### src/rtl/iobs_pkg.sv
// iobs_pkg: shared state encoding and E-clock timing constants for the IOBS
// fast-bus to Mac-bus bridge.
package iobs_pkg;

   typedef enum logic [2:0] {
      IDLE  = 3'd0,
      AS    = 3'd1,
      DS    = 3'd2,
      WAIT  = 3'd3,
      VWAIT = 3'd4,
      LATCH = 3'd5,
      END   = 3'd6,
      REL   = 3'd7
   } iobsState_t;

   localparam int ECNT_W = 5;

   // Last count of the 20-cycle E period, first E-high count, and the count
   // a VPA cycle must pass before it may finish on the E-high phase.
   localparam logic [ECNT_W-1:0] ECNT_MAX = 5'd19;
   localparam logic [ECNT_W-1:0] E_RISE   = 5'd12;
   localparam logic [ECNT_W-1:0] VPA_SYNC = 5'd11;

   // Next value of the E divider count, wrapping after ECNT_MAX.
   function automatic logic [ECNT_W-1:0] ecntNext(input logic [ECNT_W-1:0] cnt);
      return (cnt == ECNT_MAX) ? '0 : cnt + 5'd1;
   endfunction

endpackage

### src/rtl/iobs_if.sv
// iobs_if: fast-bus request/handshake and Mac-bus strobe signals of the IOBS
// bridge. The slave modport is the bridge itself, the master modport is the
// environment (fast-bus requester plus Mac-bus peripheral).
interface iobs_if;

   logic IOREQ;
   logic IORW;
   logic IOL;
   logic IOU;
   logic IOACTV;
   logic IOBERR;
   logic nASout;
   logic nLDSout;
   logic nUDSout;
   logic nWEout;
   logic nDoutOE;
   logic nDinLE;
   logic nDTACKin;
   logic nVPAin;
   logic nBERRin;
   logic E;

   modport slave (
      input  IOREQ, IORW, IOL, IOU, nDTACKin, nVPAin, nBERRin,
      output IOACTV, IOBERR, nASout, nLDSout, nUDSout, nWEout,
             nDoutOE, nDinLE, E
   );

   modport master (
      output IOREQ, IORW, IOL, IOU, nDTACKin, nVPAin, nBERRin,
      input  IOACTV, IOBERR, nASout, nLDSout, nUDSout, nWEout,
             nDoutOE, nDinLE, E
   );

endinterface

### src/rtl/iobs_eclk.sv
// iobs_eclk: free-running 6800 E clock generator. Divides the bus clock by 20
// and drives E high for counts 12..19. Only built when IOBS_ECLK_EN is defined.
module iobs_eclk
   import iobs_pkg::*;
(
   input  logic              i_clk,
   input  logic              i_nRes,
   output logic [ECNT_W-1:0] o_ecnt,
   output logic              o_e
);

   logic [ECNT_W-1:0] r_ecnt;
   logic              r_e;
   logic [ECNT_W-1:0] w_ecntNext;

   assign w_ecntNext = ecntNext(r_ecnt);

   // Advance the divider every cycle and register E so it never glitches.
   always_ff @(posedge i_clk) begin
      if (!i_nRes) begin
         r_ecnt <= '0;
         r_e    <= 1'b0;
      end else begin
         r_ecnt <= w_ecntNext;
         r_e    <= (w_ecntNext >= E_RISE);
      end
   end

   assign o_ecnt = r_ecnt;
   assign o_e    = r_e;

endmodule

### src/rtl/iobs.sv
// iobs: runs one 68000-style Mac bus cycle for each fast-bus IOREQ.
// Define IOBS_ECLK_EN to add the E clock and VPA (6800-synchronous) cycles;
// without it E is tied low and VPA completes a cycle exactly like DTACK.
module iobs
   import iobs_pkg::*;
(
   input logic   CLK,
   input logic   nRES,
   iobs_if.slave bus
);

   logic       r_ioreqMeta;
   logic       r_ioreqR;
   logic       r_dtackR;
   logic       r_vpaR;
   logic       r_berrR;

   iobsState_t r_state;
   iobsState_t w_stateNext;

   logic       r_ioactv;
   logic       r_ioberr;
   logic       r_nAs;
   logic       r_nLds;
   logic       r_nUds;
   logic       r_nWe;
   logic       r_nDoutOe;
   logic       r_nDinLe;

   logic       w_ioactvNext;
   logic       w_ioberrNext;
   logic       w_nAsNext;
   logic       w_nLdsNext;
   logic       w_nUdsNext;
   logic       w_nWeNext;
   logic       w_nDoutOeNext;
   logic       w_nDinLeNext;

`ifdef IOBS_ECLK_EN
   logic [ECNT_W-1:0] w_ecnt;
   logic              w_e;
   logic              r_vSeen;

   iobs_eclk u_eclk (
      .i_clk  (CLK),
      .i_nRes (nRES),
      .o_ecnt (w_ecnt),
      .o_e    (w_e)
   );

   assign bus.E = w_e;

   // A VPA cycle may only finish at the end of an E-high phase it fully saw,
   // so remember that count VPA_SYNC went by while waiting.
   always_ff @(posedge CLK) begin
      if (!nRES)
         r_vSeen <= 1'b0;
      else if (r_state != VWAIT)
         r_vSeen <= 1'b0;
      else if (w_ecnt == VPA_SYNC)
         r_vSeen <= 1'b1;
   end
`else
   assign bus.E = 1'b0;
`endif

   // IOREQ is asynchronous to CLK and gets two flops; the Mac-bus replies are
   // registered once and kept in active-high form.
   always_ff @(posedge CLK) begin
      if (!nRES) begin
         r_ioreqMeta <= 1'b0;
         r_ioreqR    <= 1'b0;
         r_dtackR    <= 1'b0;
         r_vpaR      <= 1'b0;
         r_berrR     <= 1'b0;
      end else begin
         r_ioreqMeta <= bus.IOREQ;
         r_ioreqR    <= r_ioreqMeta;
         r_dtackR    <= ~bus.nDTACKin;
         r_vpaR      <= ~bus.nVPAin;
         r_berrR     <= ~bus.nBERRin;
      end
   end

   // State and bus-output registers; reset drops every strobe at once, so an
   // access in flight is abandoned without an END phase.
   always_ff @(posedge CLK) begin
      if (!nRES) begin
         r_state   <= IDLE;
         r_ioactv  <= 1'b0;
         r_ioberr  <= 1'b0;
         r_nAs     <= 1'b1;
         r_nLds    <= 1'b1;
         r_nUds    <= 1'b1;
         r_nWe     <= 1'b1;
         r_nDoutOe <= 1'b1;
         r_nDinLe  <= 1'b1;
      end else begin
         r_state   <= w_stateNext;
         r_ioactv  <= w_ioactvNext;
         r_ioberr  <= w_ioberrNext;
         r_nAs     <= w_nAsNext;
         r_nLds    <= w_nLdsNext;
         r_nUds    <= w_nUdsNext;
         r_nWe     <= w_nWeNext;
         r_nDoutOe <= w_nDoutOeNext;
         r_nDinLe  <= w_nDinLeNext;
      end
   end

   // Sequence through the Mac bus cycle; bus error outranks DTACK, and a
   // request still held after completion is parked in REL until it drops.
   always_comb begin
      w_stateNext = r_state;
      case (r_state)
         IDLE:  if (r_ioreqR) w_stateNext = AS;
         AS:    w_stateNext = DS;
         DS:    w_stateNext = WAIT;
         WAIT: begin
            if (r_berrR)
               w_stateNext = END;
            else if (r_dtackR)
               w_stateNext = LATCH;
`ifdef IOBS_ECLK_EN
            else if (r_vpaR)
               w_stateNext = VWAIT;
`else
            else if (r_vpaR)
               w_stateNext = LATCH;
`endif
         end
`ifdef IOBS_ECLK_EN
         VWAIT: begin
            if (r_berrR)
               w_stateNext = END;
            else if (r_vSeen && (w_ecnt == ECNT_MAX))
               w_stateNext = LATCH;
         end
`endif
         LATCH: w_stateNext = END;
         END:   w_stateNext = REL;
         REL:   if (!r_ioreqR) w_stateNext = IDLE;
         default: w_stateNext = IDLE;
      endcase
   end

   // Compute what each bus output becomes on the edge that leaves the current
   // state; reads drive the lane strobes with AS, writes one cycle later.
   always_comb begin
      w_ioactvNext  = r_ioactv;
      w_ioberrNext  = r_ioberr;
      w_nAsNext     = r_nAs;
      w_nLdsNext    = r_nLds;
      w_nUdsNext    = r_nUds;
      w_nWeNext     = r_nWe;
      w_nDoutOeNext = r_nDoutOe;
      w_nDinLeNext  = r_nDinLe;
      case (r_state)
         IDLE: begin
            if (r_ioreqR)
               w_ioactvNext = 1'b1;
         end
         AS: begin
            w_nAsNext    = 1'b0;
            w_nWeNext    = bus.IORW;
            w_ioberrNext = 1'b0;
            if (bus.IORW) begin
               w_nLdsNext = ~bus.IOL;
               w_nUdsNext = ~bus.IOU;
            end else begin
               w_nDoutOeNext = 1'b0;
            end
         end
         DS: begin
            if (!r_nWe) begin
               w_nLdsNext = ~bus.IOL;
               w_nUdsNext = ~bus.IOU;
            end
         end
         WAIT: begin
            if (r_berrR)
               w_ioberrNext = 1'b1;
         end
`ifdef IOBS_ECLK_EN
         VWAIT: begin
            if (r_berrR)
               w_ioberrNext = 1'b1;
         end
`endif
         LATCH: begin
            if (r_nWe)
               w_nDinLeNext = 1'b0;
         end
         END: begin
            w_nAsNext     = 1'b1;
            w_nLdsNext    = 1'b1;
            w_nUdsNext    = 1'b1;
            w_nDoutOeNext = 1'b1;
            w_nDinLeNext  = 1'b1;
            w_nWeNext     = 1'b1;
            w_ioactvNext  = 1'b0;
         end
         default: begin
         end
      endcase
   end

   assign bus.IOACTV  = r_ioactv;
   assign bus.IOBERR  = r_ioberr;
   assign bus.nASout  = r_nAs;
   assign bus.nLDSout = r_nLds;
   assign bus.nUDSout = r_nUds;
   assign bus.nWEout  = r_nWe;
   assign bus.nDoutOE = r_nDoutOe;
   assign bus.nDinLE  = r_nDinLe;

endmodule

### src/flat_wrapper.sv
// flat-port wrapper written by rule: the top's interface ports become plain ports
module iobs_flat import iobs_pkg::*;
  (CLK, nRES, bus_IOREQ, bus_IORW, bus_IOL, bus_IOU, bus_nDTACKin, bus_nVPAin, bus_nBERRin, bus_IOACTV, bus_IOBERR, bus_nASout, bus_nLDSout, bus_nUDSout, bus_nWEout, bus_nDoutOE, bus_nDinLE, bus_E);
  iobs_if bus_i ();
  input logic CLK;
  input logic nRES;
  input wire logic [$bits(bus_i.IOREQ)-1:0] bus_IOREQ;
  input wire logic [$bits(bus_i.IORW)-1:0] bus_IORW;
  input wire logic [$bits(bus_i.IOL)-1:0] bus_IOL;
  input wire logic [$bits(bus_i.IOU)-1:0] bus_IOU;
  input wire logic [$bits(bus_i.nDTACKin)-1:0] bus_nDTACKin;
  input wire logic [$bits(bus_i.nVPAin)-1:0] bus_nVPAin;
  input wire logic [$bits(bus_i.nBERRin)-1:0] bus_nBERRin;
  output wire logic [$bits(bus_i.IOACTV)-1:0] bus_IOACTV;
  output wire logic [$bits(bus_i.IOBERR)-1:0] bus_IOBERR;
  output wire logic [$bits(bus_i.nASout)-1:0] bus_nASout;
  output wire logic [$bits(bus_i.nLDSout)-1:0] bus_nLDSout;
  output wire logic [$bits(bus_i.nUDSout)-1:0] bus_nUDSout;
  output wire logic [$bits(bus_i.nWEout)-1:0] bus_nWEout;
  output wire logic [$bits(bus_i.nDoutOE)-1:0] bus_nDoutOE;
  output wire logic [$bits(bus_i.nDinLE)-1:0] bus_nDinLE;
  output wire logic [$bits(bus_i.E)-1:0] bus_E;
  assign bus_i.IOREQ = bus_IOREQ;
  assign bus_i.IORW = bus_IORW;
  assign bus_i.IOL = bus_IOL;
  assign bus_i.IOU = bus_IOU;
  assign bus_i.nDTACKin = bus_nDTACKin;
  assign bus_i.nVPAin = bus_nVPAin;
  assign bus_i.nBERRin = bus_nBERRin;
  assign bus_IOACTV = bus_i.IOACTV;
  assign bus_IOBERR = bus_i.IOBERR;
  assign bus_nASout = bus_i.nASout;
  assign bus_nLDSout = bus_i.nLDSout;
  assign bus_nUDSout = bus_i.nUDSout;
  assign bus_nWEout = bus_i.nWEout;
  assign bus_nDoutOE = bus_i.nDoutOE;
  assign bus_nDinLE = bus_i.nDinLE;
  assign bus_E = bus_i.E;
  iobs u_core (.CLK(CLK), .nRES(nRES), .bus(bus_i));
endmodule
### config.mk
export PLATFORM = sky130hd
export DESIGN_NAME = iobs_flat
export DESIGN_NICKNAME = d
export VERILOG_FILES = /design/src/rtl/iobs_pkg.sv /design/src/rtl/iobs_if.sv /design/src/rtl/iobs_eclk.sv /design/src/rtl/iobs.sv /design/src/flat_wrapper.sv
export SDC_FILE = /design/constraint.sdc
export NUM_CORES = 1
export LEC_CHECK = 0
export BUFFER_PORTS_ARGS = -buffer_cell sky130_fd_sc_hd__clkbuf_2
export CORE_MARGIN = 5
export CORE_UTILIZATION = 25
export DETAILED_ROUTE_END_ITERATION = 12
export GPL_TIMING_DRIVEN = 0
export HOLD_SLACK_MARGIN = 0.08
export PLACE_DENSITY = 0.45
export SLEW_MARGIN = 5
export SYNTH_ARGS = -nofsm -noshare
export SYNTH_HDL_FRONTEND = slang
export SYNTH_HIERARCHICAL = 1
export SYNTH_SLANG_ARGS = --single-unit
### constraint.sdc
create_clock -name CLK -period 1.45 [get_ports CLK]
set_clock_uncertainty 0.05 [all_clocks]
set_input_delay 0.29 -clock CLK [delete_from_list [all_inputs] [get_ports CLK]]
set_output_delay 0.29 -clock CLK [all_outputs]
set_load 0.05 [all_outputs]
# == Word level (Yosys, flattened, before mapping) ==
# Cells that the tools add are included.
# W data, S select, Z words.
# totals
register_bits,16
latchBits,0
ramBits,0
rom_bits,0
output_inout_bits,9
word_cells,67
n_memories,0
# op_classes
addsub,0
n_mul,0
div,0
n_lt_le_gt_ge,0
eq_ne,14
shifts,0
muxes,22
n_bitwise,5
n_reduce_logical,12
# ops
op,count
$pmux W3 S7,1
$mux W3,5
$pmux W1 S2,6
$eq A3 B3 Y1 const B,3
$mux W1,8
$ne A2 B2 Y1 const B,4
$reduce_and A2 Y1,4
$reduce_bool A2 Y1,4
$eq A3 B2 Y1 const B,2
$ne A2 B1 Y1 const B,3
$pmux W1 S3,2
$reduce_and A3 Y1,2
$not A1 Y1,5
$ne A4 B1 Y1 const B,1
$eq A3 B1 Y1 const B,1
$logic_not A3 Y1,1
$reduce_bool A3 Y1,1

# == Depth between registers and ports, before layout ==
# Gate-level depths: netlist of the first run.
# logic_depth
depth_word,4
mapped_depth,4
depth_no_buf,3

# == Least setup slack after synthesis of the first run ==
# OpenSTA, ideal clock, no wires.
# synth_path
path_kind,register -> register
from,register u_core.r_nWe (netlist: u_core/bus.nWEout)
to,register u_core.r_nLds (netlist: u_core/bus.nLDSout)
t_arrival_ns,1.460
path_slack_ns,-0.184
stages_incl_launch_ff,4
path_buffers,0
synth_period_minus_slack_ns,1.634
cell_sequence,dfxtp_1 or2b_1 a31oi_1 mux2_1
# synth_between
elab_chain_len,2
# synth_lines
element,line_no,rtl
from (decl),iobs.sv:26,logic r_nWe;
from (signal assigned),iobs.sv:105,r_nWe <= w_nWeNext;
$ne A2 B2 Y1 (no line),-,
$reduce_and A3 Y1 (no line),-,
to (signal assigned),iobs.sv:103,r_nLds <= w_nLdsNext;
to (decl),iobs.sv:24,logic r_nLds;
# No other way between the ends.
# A chain may end at the register's enable or synchronous reset.

# == Worst setup path in the final report of the first run ==
# Same ends and word-level chain as after synthesis.

==> results of run 1 <==
worst min-delay path by stage:
stage | slack (ns) | end | start | cells past startpoint
floorplan | 0.31 | u_core/r_berrR | bus_nBERRin | 1
CTS | 0.08 | u_core/r_berrR | bus_nBERRin | 2
detailed placement | 0.37 | u_core/r_ioreqR | u_core/r_ioreqMeta | 1
global route | 0.09 | u_core/r_dtackR | bus_nDTACKin | 2
global placement | 0.37 | u_core/r_ioreqR | u_core/r_ioreqMeta | 1
finish | 0.1 | u_core/r_dtackR | bus_nDTACKin | 2
registers in the layout (all words and copies together), names as in the netlist:
name and count:
u_core/bus.IOACTV 1, u_core/bus.IOBERR 1, u_core/bus.nASout 1, u_core/bus.nDinLE 1
u_core/bus.nDoutOE 1, u_core/bus.nLDSout 1, u_core/bus.nUDSout 1, u_core/bus.nWEout 1
u_core/r_berrR 1, u_core/r_dtackR 1, u_core/r_ioreqMeta 1, u_core/r_ioreqR 1
u_core/r_state 3, u_core/r_vpaR 1
layout by cell type (no fill, tap or decap), drive strengths merged:
master | Yosys | routed
a21boi | 2 | 2
a21oi | 5 | 5
a31oi | 2 | 2
and2 | 3 | 3
and2b | 2 | 2
and4bb | 1 | 1
buf | 4 | 4
clkbuf | 2 | 21
conb | 1 | 1
dfxtp | 16 | 16
dlygate4sd3 | 0 | 2
inv | 1 | 1
mux2 | 2 | 2
mux2i | 1 | 1
nand2 | 1 | 1
nand2b | 3 | 3
nand3 | 4 | 4
nand3b | 2 | 2
nor2 | 4 | 4
nor2b | 5 | 5
nor3b | 2 | 2
o211ai | 1 | 1
o21ai | 10 | 10
o21bai | 1 | 1
o311ai | 1 | 1
or2b | 1 | 1
metal layers:
layer | track usage, % | vias to the layer above
met3 | 4.50 | 2
met1 | 9.81 | 268
met2 | 11.3 | 15
met5 | 0 | -
met4 | 2.39 | 0
li1 | - | 309
final cells by class:
class                           count  area [sq um]  area share [%]
Tap cell                           31          38.8            4.45
Clock buffer                        4          36.3            4.17
Inverter                            1          3.75           0.431
Buffer                              6          30.0            3.45
Multi-Input combinational cell     54           342            39.2
Timing Repair Buffer               17          95.1            10.9
Sequential cell                    16           325            37.4
worst reg2reg max path, delay by kind of cell, from the launching register on:
| kind | cells | cell delay [ns] |
|---|---|---|
| flops | 1 | 0.37 |
| mux | 1 | 0.34 |
| simple gates | 1 | 0.24 |
| compound gates | 1 | 0.23 |
report_power, final:
| part | switching [mW] | internal (mW) | leakage [nW] |
|---|---|---|---|
| sequential | 0.0314 | 0.482 | 0.132 |
| clock | 0.133 | 0.153 | 0.0210 |
| combinational | 0.176 | 0.0815 | 0.203 |
| total | 0.341 | 0.717 | 0.356 |
timing repair:
action                     4_1_cts  5_1_grt
gates resized for setup          0        2
setup endpoints to repair        0        2
hold endpoints to repair         0        2
hold buffers                     0        2
per-stage QoR:
| stage | cells | utilization, % | hold slack (ns) |
|---|---|---|---|
| 2_1_floorplan | 77 | - | 0.312 |
| 3_3_place_gp | 123 | 29.8 | 0.366 |
| 3_5_place_dp | 123 | 29.8 | 0.371 |
| 4_1_cts | 127 | 31.1 | 0.0828 |
| 5_1_grt | 129 | 32.1 | 0.0873 |
| 6_report | 129 | 32.1 | 0.0995 |
synthesized netlist by cell type, types with 3 or more instances:
| library cell | instances |
|---|---|
| and2_1 | 3 |
| o21ai_1 | 4 |
| nor2b_1 | 5 |
| o21ai_0 | 6 |
| nand2b_1 | 3 |
| buf_2 | 3 |
| nor2_1 | 4 |
| a21oi_1 | 5 |
| nand3_1 | 4 |
| dfxtp_1 | 16 |
cells by family (layout without fill, tap and decap cells):
group	Yosys count	after routing	synth area share, %
flip-flops	16	16	46.5
other	1	1	0.544
multiplexers	3	3	4.72
AO/OA/AOI/OAI	22	22	18.3
buffers and inverters	7	28	4.90
AND/OR/NAND/NOR	28	28	25.0
==> impl_results.md, run 1 <==
- Worst Reg-to-Reg Cells: 3
- Pre-CTS WS: 0.0480 ns
- WL met1: 683 um
- I/O pin count: 18
- Initial antenna violation count: 0
- Routed vias/inst: 4.60
- Post-Syn Area: 689 sq um
- Library cells used by synthesis: 27
- Worst skew pair latency: 0.28 ns
- Total power: 1.06 mW
- Root buf cell: clkbuf_4
- Critical path, cell by cell: or2b_1 > a31oi_2 > mux2_1
- Setup crit start kind: flop
- Final slew viol count: 0
- Worst EP arrival: 1.46 ns
- Final instance area: 871 sq um
- Chip Width: 62.5 um
- Max IR drop VDD: 0.635 mV
- H-tree depth: 1
- Min cycle time layout: 1.33 ns
- Ys Warns: 6
- Crit path kind: reg -> reg
- Layout cells sized above 1: 26.5%
- Detailed Routing Iterations Pass 1: 3
- Number of global-route vias before repair: 560
- Clock Path Buffers: 2
- Sequential share of the synthesized area: 46.5%
- DRC viols: 0
- Worst-path maximum fanout: 5
- Total grt overflow: 0
- Core area: 0.00271 sq mm
- Final Hold Vio Count: 0
- Top_reg_cell synth: dfxtp_1
- Slowest-stage cell, CP: dfxtp_4
- Setup_tns: 0 ns
- # fillers: 304
- Post-synth top area share: 46.5%
- CTS tree: built
- DR WL met3: 122 um
- Critical path origin: u_core/bus.nWEout
- Gate Count Post-Synth: 77
- Via count: 594
- Sink Count: 16
- First-pass GRT wire length: 2500 um
- Worst Path Buf+Inv: 0
- Dpl cell area: 807 sq um
- Crit path capture: u_core/bus.nLDSout
- Synth top area cells: dfxtp_1, nor2b_1, o21ai_0, a21oi_1, mux2_1
- Yosys reg bits: 16
- Top Layer Used: met4
- Hold Path Class: in -> reg
- Initial Util: 25.4%
- Routability cong.: 0.691
- RSZ-0062 raised after global routing: false
- Setup violators final: 0
- Crit-path leading delay family: flip-flops
- Mean Syn Cell Area: 8.95 sq um
- Final #Nets: 108
- Post-CTS Setup Inserts: 0
- 1st-iter DRT viols: 7
- Final period util: 91.9%
- Reg2reg setup slack: 0.12 ns
- Stages on worst setup path: 3
- Synth area leader: dfxtp_1
- Die H: 62.5 um
- Status: completed
- Synthesized Nets: 86
- Worst r2r src: u_core/bus.nWEout
- Pleak: 0.356 nW
- ANT nets after route: 0
- Total track usage: 7.83%
- Row count: 19
- CTS buffer count: 3
- Layout area overhead: 26.3%
- Required time worst endpoint: 1.57 ns
- Final HPWL DP: 1040 um
- Fmax: 0.751 GHz
- Setup crit end kind: flop
- Pwr Density: 1210 mW/mm^2
- Inserted Diodes: 0
- Max Cap Violations: 0
- Worst-path clk slew: 0.09 ns
- Final worst slack: 0.118 ns
- Async set-reset flop share out of synthesis: 0%
- WL/cell: 11.1 um
- Reg-to-reg endpoint: u_core/bus.nLDSout
- Number of synthesized flops with an enable pin: 0
- Max stage delay on crit path: 0.37 ns
- Port bufs: 15
- DR WL met2: 618 um
- DIE AREA: 0.00391 sq mm
- Largest net degree at the start of global routing: 11
- Post-Route WL: 1430 um
No activity file was read; power rests on OpenSTA's default activity.
==> run 2, diff against run 1 <==
Settings changed: CORE_UTILIZATION 25 to 49, PLACE_DENSITY 0.45 to 0.76.
==> run 2 against run 1 <==
  * Worst setup slack lost 0.021 ns
  * First-iteration DRC count decreased by 57%
  * Critical path depth unchanged
  * Die area decreased by 42%
  * Cell count decreased by 14%
  * Flip-flop and latch count unchanged
  * Highest routed layer unchanged
  * Hold slack improved by 0.011 ns
==> impl_results.md, run 2 (same netlist as run 1, synthesis figures left out) <==
- Status: completed
- First-pass GRT wire length: 2190 um
- Max FFs per register: 3
- Final worst slack: 0.0965 ns
- Max IR drop VDD: 0.592 mV
- Layout area overhead: 18.9%
- Total track usage: 14.0%
- Slowest-stage cell, CP: dfxtp_1
- Inserted Diodes: 0
- CTS Hold Bufs: 0
- Worst-path maximum fanout: 6
- Final instance area: 820 sq um
- Crit path capture: u_core/bus.nUDSout
- Row count: 13
- Sequential share of power: 51.5%
- Comb power frac: 25.4%
- Required time worst endpoint: 1.56 ns
- Die H: 47.5 um
- RSZ-0062 raised after global routing: false
- Final Hold Vio Count: 0
- Worst Reg-to-Reg Cells: 3
- Most frequent cells in the layout: clkbuf_2, dfxtp_1, o21ai_0, nor2b_1, a21oi_1
- CTS buffer count: 3
- Max stage delay on crit path: 0.43 ns
- Layout cells sized above 1: 25.0%
- Worst skew pair latency: 0.27 ns
- Crit path kind: reg -> reg
- Pre-CTS WS: 0.0763 ns
- Chip Width: 47.5 um
- Routability cong.: 0.798
- Core area: 0.00132 sq mm
- Pleak: 0.341 nW
- Detailed Routing Iterations Pass 1: 5
- Final period util: 93.3%
- H-tree depth: 1
- ANT nets after route: 0
- Net Sw Power: 0.330 mW
- Crit-path leading delay family: flip-flops
- Final slew viol count: 0
- Number of global-route vias before repair: 557
- Reg-to-reg endpoint: u_core/bus.nUDSout
- Max Cap Violations: 0
- Setup crit end kind: flop
- Final HPWL DP: 967 um
- Largest Register: u_core/r_state
- Final #Nets: 106
- 1st-iter DRT viols: 3
- Hold Path Class: in -> reg
- Hold depth: 2
- Min cycle time layout: 1.35 ns
- Setup crit start kind: flop
- Via count: 578
- Reg2reg setup slack: 0.1 ns
- WL/cell: 11.7 um
- Setup violators final: 0
- Initial antenna violation count: 0
- Port bufs: 15
- Sw frac: 33.1%
- Final Util: 62.2%
- Total grt overflow: 0
- Critical path origin: u_core/r_state[1]
- Critical path, cell by cell: and4bb_1 > a31oi_2 > mux2_1
- I/O pin count: 18
- Worst r2r src: u_core/r_state[1]
- Clock Path Buffers: 2
- Post-Route WL: 1300 um
- CTS tree: built
- Root buf cell: clkbuf_4
- Internal power: 0.666 mW
- Sink Count: 16
- Fmax: 0.739 GHz
- Setup_tns: 0 ns
- Clock network power share: 23.1%
- Stages on worst setup path: 3
- Pwr Density: 1220 mW/mm^2
- Worst EP arrival: 1.47 ns
- Dpl cell area: 787 sq um
- Routed vias/inst: 5.21
- Worst-path clk slew: 0.08 ns
- Largest net degree at the start of global routing: 11
- Worst Path Buf+Inv: 0
- Initial Util: 52.3%
- DRC viols: 0
- DIE AREA: 0.00226 sq mm
[run 2: stage by stage]
step	power [mW]	std cells	hold slack, ns
finish	0.996	111	0.110
global route	1.07	111	0.0899
CTS	1.01	111	0.0970
detailed placement	0.775	107	0.377
global placement	0.768	107	0.367
floorplan	0.714	77	0.312
[run 2: worst min path at each step]
stage,from,endpoint,slack [ns]
after floorplan,bus_nBERRin,u_core/r_berrR,0.31
after global placement,u_core/r_ioreqMeta,u_core/r_ioreqR,0.37
after detailed placement,u_core/r_ioreqMeta,u_core/r_ioreqR,0.38
after CTS,bus_nBERRin,u_core/r_berrR,0.1
after global routing,bus_nDTACKin,u_core/r_dtackR,0.09
final,bus_nBERRin,u_core/r_berrR,0.11
[run 2: final cells by class]
type,count,area [sq um]
timing repair buffer,15,75.1
sequential,16,324
clock buffer,4,26.3
fill,111,498
multi-input combinational,54,342
tap,15,18.8
buffer,6,30.0
inverter,1,3.75
[run 2: per-layer routing]
layer / routed length (um) / GRT usage [%]
met3: 94 / 3.38
met2: 598 / 23.0
met5: 0 / 0
met4: 10 / 8.29
met1: 596 / 16.4
[run 2: power groups by stage]
stage                     logic, mW  registers (mW)  clock network [mW]
after global placement        0.249           0.520                   0
after CTS                     0.253           0.513               0.247
final                         0.253           0.513               0.231
after detailed placement      0.252           0.524                   0
after floorplan               0.100           0.614                   0
after global routing          0.276           0.521               0.274
[run 2: timing repair]
action	CTS	global route
resized for setup	0	1
setup endpoints to repair	0	2
buffers inserted	0	0
==> run 3, diff against run 2 <==
--- a/constraint.sdc
+++ b/constraint.sdc
@@ -4,2 +4,2 @@
 set_output_delay 0.29 -clock CLK [all_outputs]
-set_load 0.05 [all_outputs]
+set_load 0.02 [all_outputs]
==> run 3 against run 2 <==
  * Worst setup slack improved by 0.0068 ns
  * Sequential share of layout area decreased by 0.57 points
  * Utilization increased by 0.66 points
  * Die area unchanged
  * Critical endpoint unchanged
  * Largest power group unchanged
==> impl_results.md, run 3 (same netlist as run 1, synthesis figures left out) <==
- Multi-input gate area: 342 sq um
- Fin cells: 111
- ANT nets after route: 0
- Reg2reg setup slack: 0.10 ns
- Initial Util: 52.3%
- Chip Width: 47.5 um
- Final HPWL DP: 998 um
- WL/cell: 12.5 um
- Total grt overflow: 0
- Layout area overhead: 20.1%
- Cell count after placement: 107
- Largest net degree at the start of global routing: 11
- Die H: 47.5 um
- Final #Nets: 106
- Most frequent cells in the layout: clkbuf_2, dfxtp_1, o21ai_0, nor2b_1, a21oi_1
- Worst r2r src: u_core/bus.nWEout
- DIE AREA: 0.00226 sq mm
- First-pass GRT wire length: 2210 um
- Final period util: 92.9%
- Commonest non-fill, non-tap cell in the layout: clkbuf_2
- Global Route met2 Usage: 23.0%
- RSZ-0062 raised after global routing: false
- Status: completed
- Worst-path maximum fanout: 5
- Core area: 0.00132 sq mm
- Hold depth: 2
- Final Hold Vio Count: 0
- # fillers: 121
- Inserted Diodes: 0
- Via count: 570
- Sink Count: 16
- 1st-iter DRT viols: 8
- Worst-path clk slew: 0.10 ns
- Clock Path Buffers: 2
- Setup_tns: 0 ns
- I/O pin count: 18
- Setup crit end kind: flop
- H-tree depth: 1
- Routed vias/inst: 5.14
- Initial antenna violation count: 0
- DRC viols: 0
- Layout cells sized above 1: 27.1%
- Crit path kind: reg -> reg
- Fmax: 0.743 GHz
- Largest Register: u_core/r_state
- Required time worst endpoint: 1.57 ns
- CTS tree: built
- Max Cap Violations: 0
- Row count: 13
- Worst skew pair latency: 0.28 ns
- Pre-CTS WS: 0.0401 ns
- Final worst slack: 0.103 ns
- Setup crit start kind: flop
- Final slew viol count: 0
- FF+latch area: 323 sq um
- Detailed Routing Iterations Pass 1: 4
- Reg-to-reg endpoint: u_core/bus.nUDSout
- Number of global-route vias before repair: 535
- Pwr Density: 1190 mW/mm^2
- Worst Hold Path EP: u_core/r_dtackR
- Post-CTS Setup Inserts: 0
- Worst EP arrival: 1.46 ns
- Met1 usage in global routing: 16.6%
- CTS buffer count: 3
- Root buf cell: clkbuf_4
- Total power: 0.990 mW
- Port bufs: 15
- Worst Reg-to-Reg Cells: 3
- Min Hold Slack: 0.102 ns
- Routability cong.: 0.766
- Hold Path Class: in -> reg
- Min cycle time layout: 1.35 ns
- Post-Route WL: 1390 um
- Max IR drop VDD: 0.826 mV
- Setup violators final: 0
- Pleak: 0.348 nW
- Total track usage: 14.4%
- Max FFs per register: 3
- Busiest grt layer: met2
- Min-Delay Startpoint: bus_nDTACKin
- Grt met3 use: 4.89%
[run 3: power by group]
part | leakage [nW] | internal [mW] | switching [mW]
clock network | 0.0210 | 0.153 | 0.134
registers | 0.132 | 0.483 | 0.0305
logic | 0.195 | 0.0782 | 0.111
[run 3: through the flow]
stage	utilization, %	instance area [sq um]
after global placement	59.4	783
after detailed placement	59.4	783
after floorplan	-	689
final	62.9	828
after global routing	62.9	828
after CTS	62.2	820
[run 3: per-layer routing]
| layer | share of wire [%] | wire [um] |
|---|---|---|
| met2 | 46 | 642 |
| met3 | 7.3 | 102 |
| met5 | 0 | 0 |
| met4 | 1.5 | 21 |
| met1 | 45 | 626 |
[run 3: worst max-delay path, stage by stage, from the launching register on]
cell and delay, ns:
dfxtp_2 0.37, or2b_1 0.25, a31oi_2 0.22, mux2_1 0.34
[run 3: layout make-up]
cell class | instances | area share, %
inverters | 1 | 0.453
repair buffers | 15 | 9.06
flip-flops and latches | 16 | 39.0
clock buffers | 4 | 4.38
well taps | 15 | 2.27
multi-input cells | 54 | 41.2
plain buffers | 6 | 3.63
[run 3: how the worst max path moves through the flow]
stage	from	endpoint	slack, ns	cells past startpoint
floorplan	u_core/bus.nWEout	u_core/bus.nLDSout	0.03	3
CTS	u_core/bus.nWEout	u_core/bus.nUDSout	0.03	3
finish	u_core/bus.nWEout	u_core/bus.nUDSout	0.10	3
global route	u_core/bus.nWEout	u_core/bus.nUDSout	0.02	3
global placement	u_core/bus.nWEout	u_core/bus.nLDSout	0.06	3
detailed placement	u_core/bus.nWEout	u_core/bus.nUDSout	0.04	3
[run 3: repair_timing]
| item | CTS | global route |
|---|---|---|
| endpoints found under the setup margin | 0 | 2 |
| resized for setup | 0 | 3 |
| hold endpoints to repair | 0 | 0 |
| hold buffers | 0 | 0 |
